[src/rtl/mersenne_modexp_pkg.sv]
// Shared types and defaults for the Mersenne-factor modular exponentiator.
// Holds the FSM state encoding and the default widths. The external divider
// is sized DIV_BITWIDTH = 2*WIDTH so the full square of R fits without truncation.
package mersenne_pkg;

    localparam int DEF_WIDTH    = 32;
    localparam int DEF_EXPW     = 32;
    localparam int DIV_BITWIDTH = 2 * DEF_WIDTH;

    typedef enum logic [2:0] {
        S_IDLE,
        S_SCAN,
        S_SQUARE,
        S_ARM,
        S_WAIT,
        S_DOUBLE,
        S_NEXT,
        S_DONE
    } state_e;

endpackage

[src/rtl/mersenne_modexp_if.sv]
// Bundled ports of the exponentiator.
// mersenne_modexp_if: request/result handshake to the candidate generator and
//   result collector (master = generator side, slave = exponentiator).
// mersenne_div_if: start/finished handshake to the external modulo divider
//   (master = exponentiator, slave = divider).
interface mersenne_modexp_if
    import mersenne_pkg::*;
#(
    parameter int WIDTH = DEF_WIDTH,
    parameter int EXPW  = DEF_EXPW
);
    logic             start;
    logic [EXPW-1:0]  exponent;
    logic [WIDTH-1:0] modulus;
    logic             busy;
    logic             done;
    logic [WIDTH-1:0] result;
    logic             is_factor;
    logic             err;
    logic             filtered;

    modport master (output start, exponent, modulus,
                    input  busy, done, result, is_factor, err, filtered);
    modport slave  (input  start, exponent, modulus,
                    output busy, done, result, is_factor, err, filtered);
endinterface

interface mersenne_div_if
    import mersenne_pkg::*;
#(
    parameter int WIDTH = DEF_WIDTH
);
    localparam int DW = 2 * WIDTH;

    logic          div_start;
    logic [DW-1:0] div_numerator;
    logic [DW-1:0] div_denominator;
    logic [DW-1:0] div_remainder;
    logic          div_finished;

    modport master (output div_start, div_numerator, div_denominator,
                    input  div_remainder, div_finished);
    modport slave  (input  div_start, div_numerator, div_denominator,
                    output div_remainder, div_finished);
endinterface

[src/rtl/mersenne_modexp_double.sv]
// mod_double: combinational modular doubling, o_r = (2R >= Q) ? 2R-Q : 2R.
// Requires R < Q, so a single conditional subtract gives a fully reduced value.
module mod_double
    import mersenne_pkg::*;
#(
    parameter int WIDTH = DEF_WIDTH
) (
    input  logic [WIDTH-1:0] i_r,
    input  logic [WIDTH-1:0] i_q,
    output logic [WIDTH-1:0] o_r
);
    // 2R needs one extra bit; the compare uses it, the subtract result fits WIDTH.
    logic [WIDTH:0] w_t;
    logic [WIDTH:0] w_q_ext;

    assign w_t     = {i_r, 1'b0};
    assign w_q_ext = {1'b0, i_q};
    assign o_r     = (w_t >= w_q_ext) ? (w_t[WIDTH-1:0] - i_q) : w_t[WIDTH-1:0];
endmodule

[src/rtl/mersenne_modexp.sv]
// mersenne_modexp: computes R = 2^P mod Q by left-to-right binary exponentiation
// and flags Q as a factor of 2^P-1 when R == 1. Each exponent bit squares R and
// reduces the 2*WIDTH product through the external divider (mersenne_div_if);
// set bits additionally double-and-reduce R through mod_double.
// Optional feature macro: MODEXP_PREFILTER_EN rejects moduli whose low three
// bits are not 3'b001 or 3'b111 without running the exponentiation.
module mersenne_modexp
    import mersenne_pkg::*;
#(
    parameter int WIDTH = DEF_WIDTH,
    parameter int EXPW  = DEF_EXPW
) (
    input  logic                    sys_clk,
    input  logic                    sys_rst_n,
    mersenne_modexp_if.slave        host,
    mersenne_div_if.master          div
);
    localparam int DIVW = 2 * WIDTH;
    localparam int IDXW = (EXPW > 1) ? $clog2(EXPW) : 1;
    localparam logic [IDXW-1:0] IDX_TOP = IDXW'(EXPW - 1);

    state_e            r_state;
    state_e            w_state_next;
    logic [EXPW-1:0]   r_p;
    logic [WIDTH-1:0]  r_q;
    logic [WIDTH-1:0]  r_r;
    logic [IDXW-1:0]   r_idx;
    logic [DIVW-1:0]   r_num;
    logic              r_busy;
    logic              r_done;
    logic              r_div_start;
    logic [WIDTH-1:0]  r_result;
    logic              r_is_factor;
    logic              r_err;
    logic              r_filtered;

    logic              w_accept;
    logic              w_q_zero;
    logic              w_q_one;
    logic              w_p_zero;
    logic              w_reject;
    logic              w_bit;
    logic [WIDTH-1:0]  w_r_init;
    logic [WIDTH-1:0]  w_dbl;
    logic [WIDTH-1:0]  w_rem;
    logic [DIVW-1:0]   w_square;
    logic              w_unused_rem_hi;

    assign w_accept = (r_state == S_IDLE) && host.start && !r_busy;
    assign w_q_zero = (host.modulus == '0);
    assign w_q_one  = (host.modulus == WIDTH'(1));
    assign w_p_zero = (host.exponent == '0);
    assign w_r_init = w_q_one ? '0 : WIDTH'(1);
    assign w_bit    = r_p[r_idx];
    assign w_square = DIVW'(r_r) * DIVW'(r_r);
    assign w_rem    = div.div_remainder[WIDTH-1:0];
    // R < Q always, so the divider's upper remainder half is zero by construction.
    assign w_unused_rem_hi = |div.div_remainder[DIVW-1:WIDTH];

`ifdef MODEXP_PREFILTER_EN
    // Factors of 2^P-1 (P prime) are 1 or 7 mod 8; anything else cannot divide.
    assign w_reject = (host.modulus[2:0] != 3'b001) && (host.modulus[2:0] != 3'b111);
`else
    assign w_reject = 1'b0;
`endif

    mod_double #(.WIDTH(WIDTH)) u_mod_double (
        .i_r (r_r),
        .i_q (r_q),
        .o_r (w_dbl)
    );

    assign host.busy       = r_busy;
    assign host.done       = r_done;
    assign host.result     = r_result;
    assign host.is_factor  = r_is_factor;
    assign host.err        = r_err;
    assign host.filtered   = r_filtered;
    // div_start is registered so it is high in the same cycle the registered numerator is valid.
    assign div.div_start       = r_div_start;
    assign div.div_numerator   = r_num;
    assign div.div_denominator = {{WIDTH{1'b0}}, r_q};

    // State register.
    always_ff @(posedge sys_clk) begin
        // NOTE: sequential state uses <= only, so every flop sees pre-edge values.
        if (!sys_rst_n) r_state <= S_IDLE;
        else            r_state <= w_state_next;
    end

    // Next-state decode; latency per bit is set by div_finished, never by a cycle count.
    always_comb begin
        // NOTE: default assigned first so no path leaves w_state_next unassigned (no latch).
        w_state_next = r_state;
        case (r_state)
            S_IDLE:   if (w_accept) w_state_next = (w_q_zero || w_reject || w_p_zero) ? S_DONE : S_SCAN;
            S_SCAN:   if (w_bit) w_state_next = S_SQUARE;
            S_SQUARE: w_state_next = S_ARM;
            S_ARM:    w_state_next = S_WAIT;
            S_WAIT:   if (div.div_finished) w_state_next = w_bit ? S_DOUBLE : S_NEXT;
            S_DOUBLE: w_state_next = S_NEXT;
            S_NEXT:   w_state_next = (r_idx == '0) ? S_DONE : S_SQUARE;
            S_DONE:   w_state_next = S_IDLE;
            default:  w_state_next = S_IDLE;
        endcase
    end

    // Datapath and result registers; done is raised on entry to S_DONE so results are valid with it.
    always_ff @(posedge sys_clk) begin
        if (!sys_rst_n) begin
            r_busy      <= 1'b0;
            r_done      <= 1'b0;
            r_div_start <= 1'b0;
            r_result    <= '0;
            r_is_factor <= 1'b0;
            r_err       <= 1'b0;
            r_filtered  <= 1'b0;
            r_p         <= '0;
            r_q         <= '0;
            r_r         <= '0;
            r_idx       <= '0;
            r_num       <= '0;
        end else begin
            r_done      <= 1'b0;
            r_div_start <= 1'b0;
            case (r_state)
                S_IDLE: begin
                    if (w_accept) begin
                        r_p        <= host.exponent;
                        r_q        <= host.modulus;
                        r_idx      <= IDX_TOP;
                        r_r        <= w_r_init;
                        r_busy     <= 1'b1;
                        r_err      <= 1'b0;
                        r_filtered <= 1'b0;
                        if (w_q_zero) begin
                            r_err       <= 1'b1;
                            r_result    <= w_r_init;
                            r_is_factor <= 1'b0;
                            r_done      <= 1'b1;
                        end else if (w_reject) begin
                            r_filtered  <= 1'b1;
                            r_result    <= '0;
                            r_is_factor <= 1'b0;
                            r_done      <= 1'b1;
                        end else if (w_p_zero) begin
                            r_result    <= w_r_init;
                            r_is_factor <= (w_r_init == WIDTH'(1));
                            r_done      <= 1'b1;
                        end
                    end
                end
                S_SCAN:   if (!w_bit) r_idx <= r_idx - IDXW'(1);
                S_SQUARE: begin
                    r_num       <= w_square;
                    r_div_start <= 1'b1;
                end
                S_WAIT:   if (div.div_finished) r_r <= w_rem;
                S_DOUBLE: r_r <= w_dbl;
                S_NEXT: begin
                    if (r_idx == '0) begin
                        r_result    <= r_r;
                        r_is_factor <= (r_r == WIDTH'(1));
                        r_done      <= 1'b1;
                    end else begin
                        r_idx <= r_idx - IDXW'(1);
                    end
                end
                S_DONE:   r_busy <= 1'b0;
                default:  ;
            endcase
        end
    end
endmodule

[src/flat_wrapper.sv]
// flat-port wrapper written by rule: the top's interface ports become plain ports
module mersenne_modexp_flat import mersenne_pkg::*;
#(
    parameter int WIDTH = DEF_WIDTH,
    parameter int EXPW  = DEF_EXPW
)
  (sys_clk, sys_rst_n, host_start, host_exponent, host_modulus, host_busy, host_done, host_result, host_is_factor, host_err, host_filtered, div_div_start, div_div_numerator, div_div_denominator, div_div_remainder, div_div_finished);
  mersenne_modexp_if #(.WIDTH(WIDTH), .EXPW(EXPW)) host_i ();
  mersenne_div_if #(.WIDTH(WIDTH)) div_i ();
  input  logic sys_clk;
  input  logic sys_rst_n;
  input wire logic [$bits(host_i.start)-1:0] host_start;
  input wire logic [$bits(host_i.exponent)-1:0] host_exponent;
  input wire logic [$bits(host_i.modulus)-1:0] host_modulus;
  output wire logic [$bits(host_i.busy)-1:0] host_busy;
  output wire logic [$bits(host_i.done)-1:0] host_done;
  output wire logic [$bits(host_i.result)-1:0] host_result;
  output wire logic [$bits(host_i.is_factor)-1:0] host_is_factor;
  output wire logic [$bits(host_i.err)-1:0] host_err;
  output wire logic [$bits(host_i.filtered)-1:0] host_filtered;
  output wire logic [$bits(div_i.div_start)-1:0] div_div_start;
  output wire logic [$bits(div_i.div_numerator)-1:0] div_div_numerator;
  output wire logic [$bits(div_i.div_denominator)-1:0] div_div_denominator;
  input wire logic [$bits(div_i.div_remainder)-1:0] div_div_remainder;
  input wire logic [$bits(div_i.div_finished)-1:0] div_div_finished;
  assign host_i.start = host_start;
  assign host_i.exponent = host_exponent;
  assign host_i.modulus = host_modulus;
  assign host_busy = host_i.busy;
  assign host_done = host_i.done;
  assign host_result = host_i.result;
  assign host_is_factor = host_i.is_factor;
  assign host_err = host_i.err;
  assign host_filtered = host_i.filtered;
  assign div_div_start = div_i.div_start;
  assign div_div_numerator = div_i.div_numerator;
  assign div_div_denominator = div_i.div_denominator;
  assign div_i.div_remainder = div_div_remainder;
  assign div_i.div_finished = div_div_finished;
  mersenne_modexp #(.WIDTH(WIDTH), .EXPW(EXPW)) u_core (.sys_clk(sys_clk), .sys_rst_n(sys_rst_n), .host(host_i), .div(div_i));
endmodule
[config.mk]
export PLATFORM = sky130hd
export DESIGN_NAME = mersenne_modexp_flat
export DESIGN_NICKNAME = d
export VERILOG_FILES = /design/src/rtl/mersenne_modexp_pkg.sv /design/src/rtl/mersenne_modexp_if.sv /design/src/rtl/mersenne_modexp_double.sv /design/src/rtl/mersenne_modexp.sv /design/src/flat_wrapper.sv
export SDC_FILE = /design/constraint.sdc
export NUM_CORES = 2
export LEC_CHECK = 0
export CAP_MARGIN = 40
export CORE_AREA = 3 3 258 260
export CTS_BUF_LIST = sky130_fd_sc_hd__clkbuf_16
export CTS_CLUSTER_SIZE = 40
export DETAILED_ROUTE_END_ITERATION = 8
export DIE_AREA = 0 0 261 263
export GPL_ROUTABILITY_DRIVEN = 0
export PLACE_DENSITY = 0.82
export SYNTH_ARGS = -nofsm -noshare
export SYNTH_HDL_FRONTEND = slang
export SYNTH_HIERARCHICAL = 1
export SYNTH_SLANG_ARGS = --single-unit
export TNS_END_PERCENT = 20
[constraint.sdc]
create_clock -name sys_clk -period 8.3 [get_ports sys_clk]
set_input_delay 0.83 -clock sys_clk [delete_from_list [all_inputs] [get_ports sys_clk]]
set_output_delay 0.83 -clock sys_clk [all_outputs]
set_load 0.005 [all_outputs]
==> out/qor.csv <==
stage;metric;value;unit
timing;setup-violations-final;0;
placement;hpwlAfterDp;91100;um
min_path;hold_start;u_core/div.div_numerator[15];
drt;drtIter0Drc;2471;
power_and_ir_drop;swShare;54.8;%
timing;tightest_slew;0.875;ns
clock_network;cts.sinks;204;
clock_network;clock_path_buffers;3;
critical_path;worstPathRequired;8.74;ns
layout;drive_above_1_share;4.16;%
logic_synthesis;yosysWarningCount;6;
drt;routed_wl;112000;um
clock_network;cts_tree;yes;
critical_path;start_kind;flop;
timing;max_freq;125;MHz
clock_network;h-tree-depth;1;
critical_path;rr_endpoint;u_core/div.div_numerator[58];
placement;dpl-instance-area;43300;um^2
power_and_ir_drop;p_comb_share;78.6;%
timing;rsz0062_at_grt;no;
timing;period_share;96.7;%
grt;grt_overflow;0;
timing;fin_skew;0.0199;ns
min_path;hold_path.class;reg -> reg;
drt;remaining_drc_errors;0;
logic_synthesis;synth_top_cell_area_share;39.7;%
floorplanning;fp.coreArea;64300;um^2
floorplanning;die_y;263;um
logic_synthesis;synth-main-ff-cell;dfxtp_1;
logic_synthesis;synth_edf_count;0;
floorplanning;initial_core_util;62.1;%
critical_path;arrival;8.47;ns
run;drv_cap;0;
layout;fill_cells;4843;
timing;fin_crit;8.03;ns
logic_synthesis;synth-seq-area-share;10.2;%
clock_network;cts.clk_slew.worst_paths;0.07;ns
floorplanning;fp.dieW;261;um
layout;multi_input_area;31000;um^2
min_path;hold_depth;2;
layout;final_nets;5906;
grt;antenna_found_initial;4;
layout;syn_to_final_growth;10.4;%
critical_path;critical_path.startpoint;u_core/r_r[26];
grt;grt_max_degree;75;
drt;wl_per_cell;20.3;um
critical_path;worst-path-max-fanout;13;
logic_synthesis;syn-cell-area;40000;um^2
power_and_ir_drop;switchingPower;0.00660;W
floorplanning;num_io_pins;298;
floorplanning;die_area;68600;um^2
logic_synthesis;syn_avg_cell_area;8.85;um^2
timing;hold_viol_final;0;
critical_path;r2r_start;u_core/r_r[26];
critical_path;r2r.worst_path.cells;22;
logic_synthesis;ys_ff_latch;204;
clock_network;clk_latency;0.55;ns
power_and_ir_drop;intPower;0.00545;W
drt;vias;32020;
clock_network;cts-root-buf;clkbuf_16;
floorplanning;rows;93;
logic_synthesis;postSynthCellCount;4517;
placement;numPortBuffers;231;
logic_synthesis;ys_types;85;
outcome;outcome;completed;
critical_path;path_class;reg -> reg;
drt;antenna_left;0;
logic_synthesis;synth_top_area_cell;fa_1;
layout;regArea;4100;um^2
power_and_ir_drop;cellPowerDensity;273;nW/um^2
critical_path;cp-end-kind;flop;
logic_synthesis;async_flop_share;0;%
critical_path;ff2ff_setup_slack;0.27;ns
power_and_ir_drop;p_seq_share;12.8;%
critical_path;endpoint;u_core/div.div_numerator[58];
clock_network;numCtsBuffers;23;
grt;gr-usage-all-layers;33.6;%
drt;firstDrtPassIters;8;
layout;postLayoutCellArea;44100;um^2
drt;vias_per_cell;5.80;
grt;grt_pass1_vias;34198;
power_and_ir_drop;ir_worst_vdd;0.000326;V
clock_network;cts_setup_buffers;0;
grt;grt_pass1_wl;181000;um
logic_synthesis;synth_area_leaders;fa_1 (40%), ha_1 (10%), dfxtp_1 (10%);
logic_synthesis;synth_commonest_cells;inv_1 (1030), fa_1 (793), nand2_1 (557), ha_1 (332), and2_1 (237);
timing;drv_slew;0;
timing;max_slew_margin;41.6;%
logic_synthesis;synth_most_common_cell;inv_1;
timing;fin_tns_setup;0;ns
power_and_ir_drop;cellLeakagePower;22.7;nW
power_and_ir_drop;clkPwrFrac;8.6;%
## state kept, by name, indices dropped and copies added, names as in the netlist
| name | count |
|---|---|
| u_core/host.result | 32 |
| u_core/host.busy | 1 |
| u_core/r_q | 32 |
| u_core/r_state | 3 |
| u_core/host.err | 1 |
| u_core/div.div_start | 1 |
| u_core/host.done | 1 |
| u_core/r_r | 32 |
| u_core/r_idx | 5 |
| u_core/div.div_numerator | 63 |
| u_core/r_p | 32 |
| u_core/host.is_factor | 1 |
## logic make-up after synthesis
kind of cell / share of synthesized area (%)
xor gates and xnor gates: 2.72
and+or+nand+nor: 13.0
DFF: 10.2
adders and majority gates: 50.1
other: 0.00939
buffers and inverters: 12.5
muxes: 0.952
AOI/OAI and AO/OA: 10.4
## critical path: stages, from the launching register on
cell	delay (ns)
dfxtp_1	0.75
buf_4	0.37
buf_4	0.24
nand2_1	0.13
inv_1	0.11
fa_1	0.45
fa_1	0.52
inv_1	0.05
fa_1	0.50
fa_1	0.53
inv_1	0.06
fa_1	0.45
fa_1	0.59
fa_1	0.47
ha_1	0.30
ha_1	0.41
nand4_1	0.25
or2_1	0.33
nor2_1	0.15
nand3_1	0.37
a211o_1	0.43
a21o_1	0.20
a32o_1	0.24
## worst min path at each step
stage / slack [ns] / endpoint
5_1_grt: 0.47 / u_core/div.div_numerator[17]
3_3_place_gp: 0.43 / u_core/div.div_numerator[47]
3_5_place_dp: 0.44 / u_core/div.div_numerator[39]
6_report: 0.45 / u_core/div.div_numerator[15]
4_1_cts: 0.45 / u_core/div.div_numerator[15]
2_1_floorplan: 0.43 / u_core/r_p[13]
## timing repair
action | in CTS | in global routing
gates resized for setup | 0 | 7
setup endpoints to repair | 0 | 24
hold buffers | 0 | 0
## through the flow
stage          std cells  total power (W)  utilization, %  setup slack, ns  hold WS, ns
2_1_floorplan       4550          0.00768               -            0.798        0.432
3_3_place_gp        5476           0.0105            67.2            0.283        0.435
3_5_place_dp        5479           0.0107            67.3            0.201        0.441
4_1_cts             5521           0.0118            68.5            0.160        0.451
5_1_grt             5523           0.0130            68.5           0.0384        0.471
6_report            5523           0.0121            68.5            0.273        0.449
## area by class of cell
class / instances / share of cell area [%]
Clock inverter: 19 / 0.372
Clock buffer: 23 / 1.31
Tap cell: 855 / 2.43
Antenna cell: 2 / 0.0114
Multi-Input combinational cell: 3053 / 70.4
Timing Repair Buffer: 334 / 7.39
Sequential cell: 204 / 9.31
Inverter: 1033 / 8.80
## layout by cell type (no fill, tap or decap), types with 39 or more instances in the layout
cell             count
a211oi_1            39
a21o_1              53
a21oi_1            216
and2_1             237
buf_4               90
clkdlybuf4s50_1    231
dfxtp_1            191
fa_1               793
ha_1               332
inv_1             1032
nand2_1            557
nor2_1             128
o21ai_0             45
o21ai_1             74
xnor2_1             68
xor2_1              56
## power groups by stage
stage	logic (W)	registers (W)	clock network (W)
floorplan	0.00633	0.00135	0
global placement	0.00896	0.00154	0
detailed placement	0.00915	0.00154	0
CTS	0.00928	0.00152	0.00103
global route	0.0104	0.00156	0.00107
finish	0.00947	0.00154	0.00103
## per-layer routing
metal	part of all wire, %	global-route usage (%)
met1	37	42.5
met5	0.012	0
met3	10	8.84
met4	5.9	15.5
met2	47	54.1
Power figures use the tool's default switching activity.
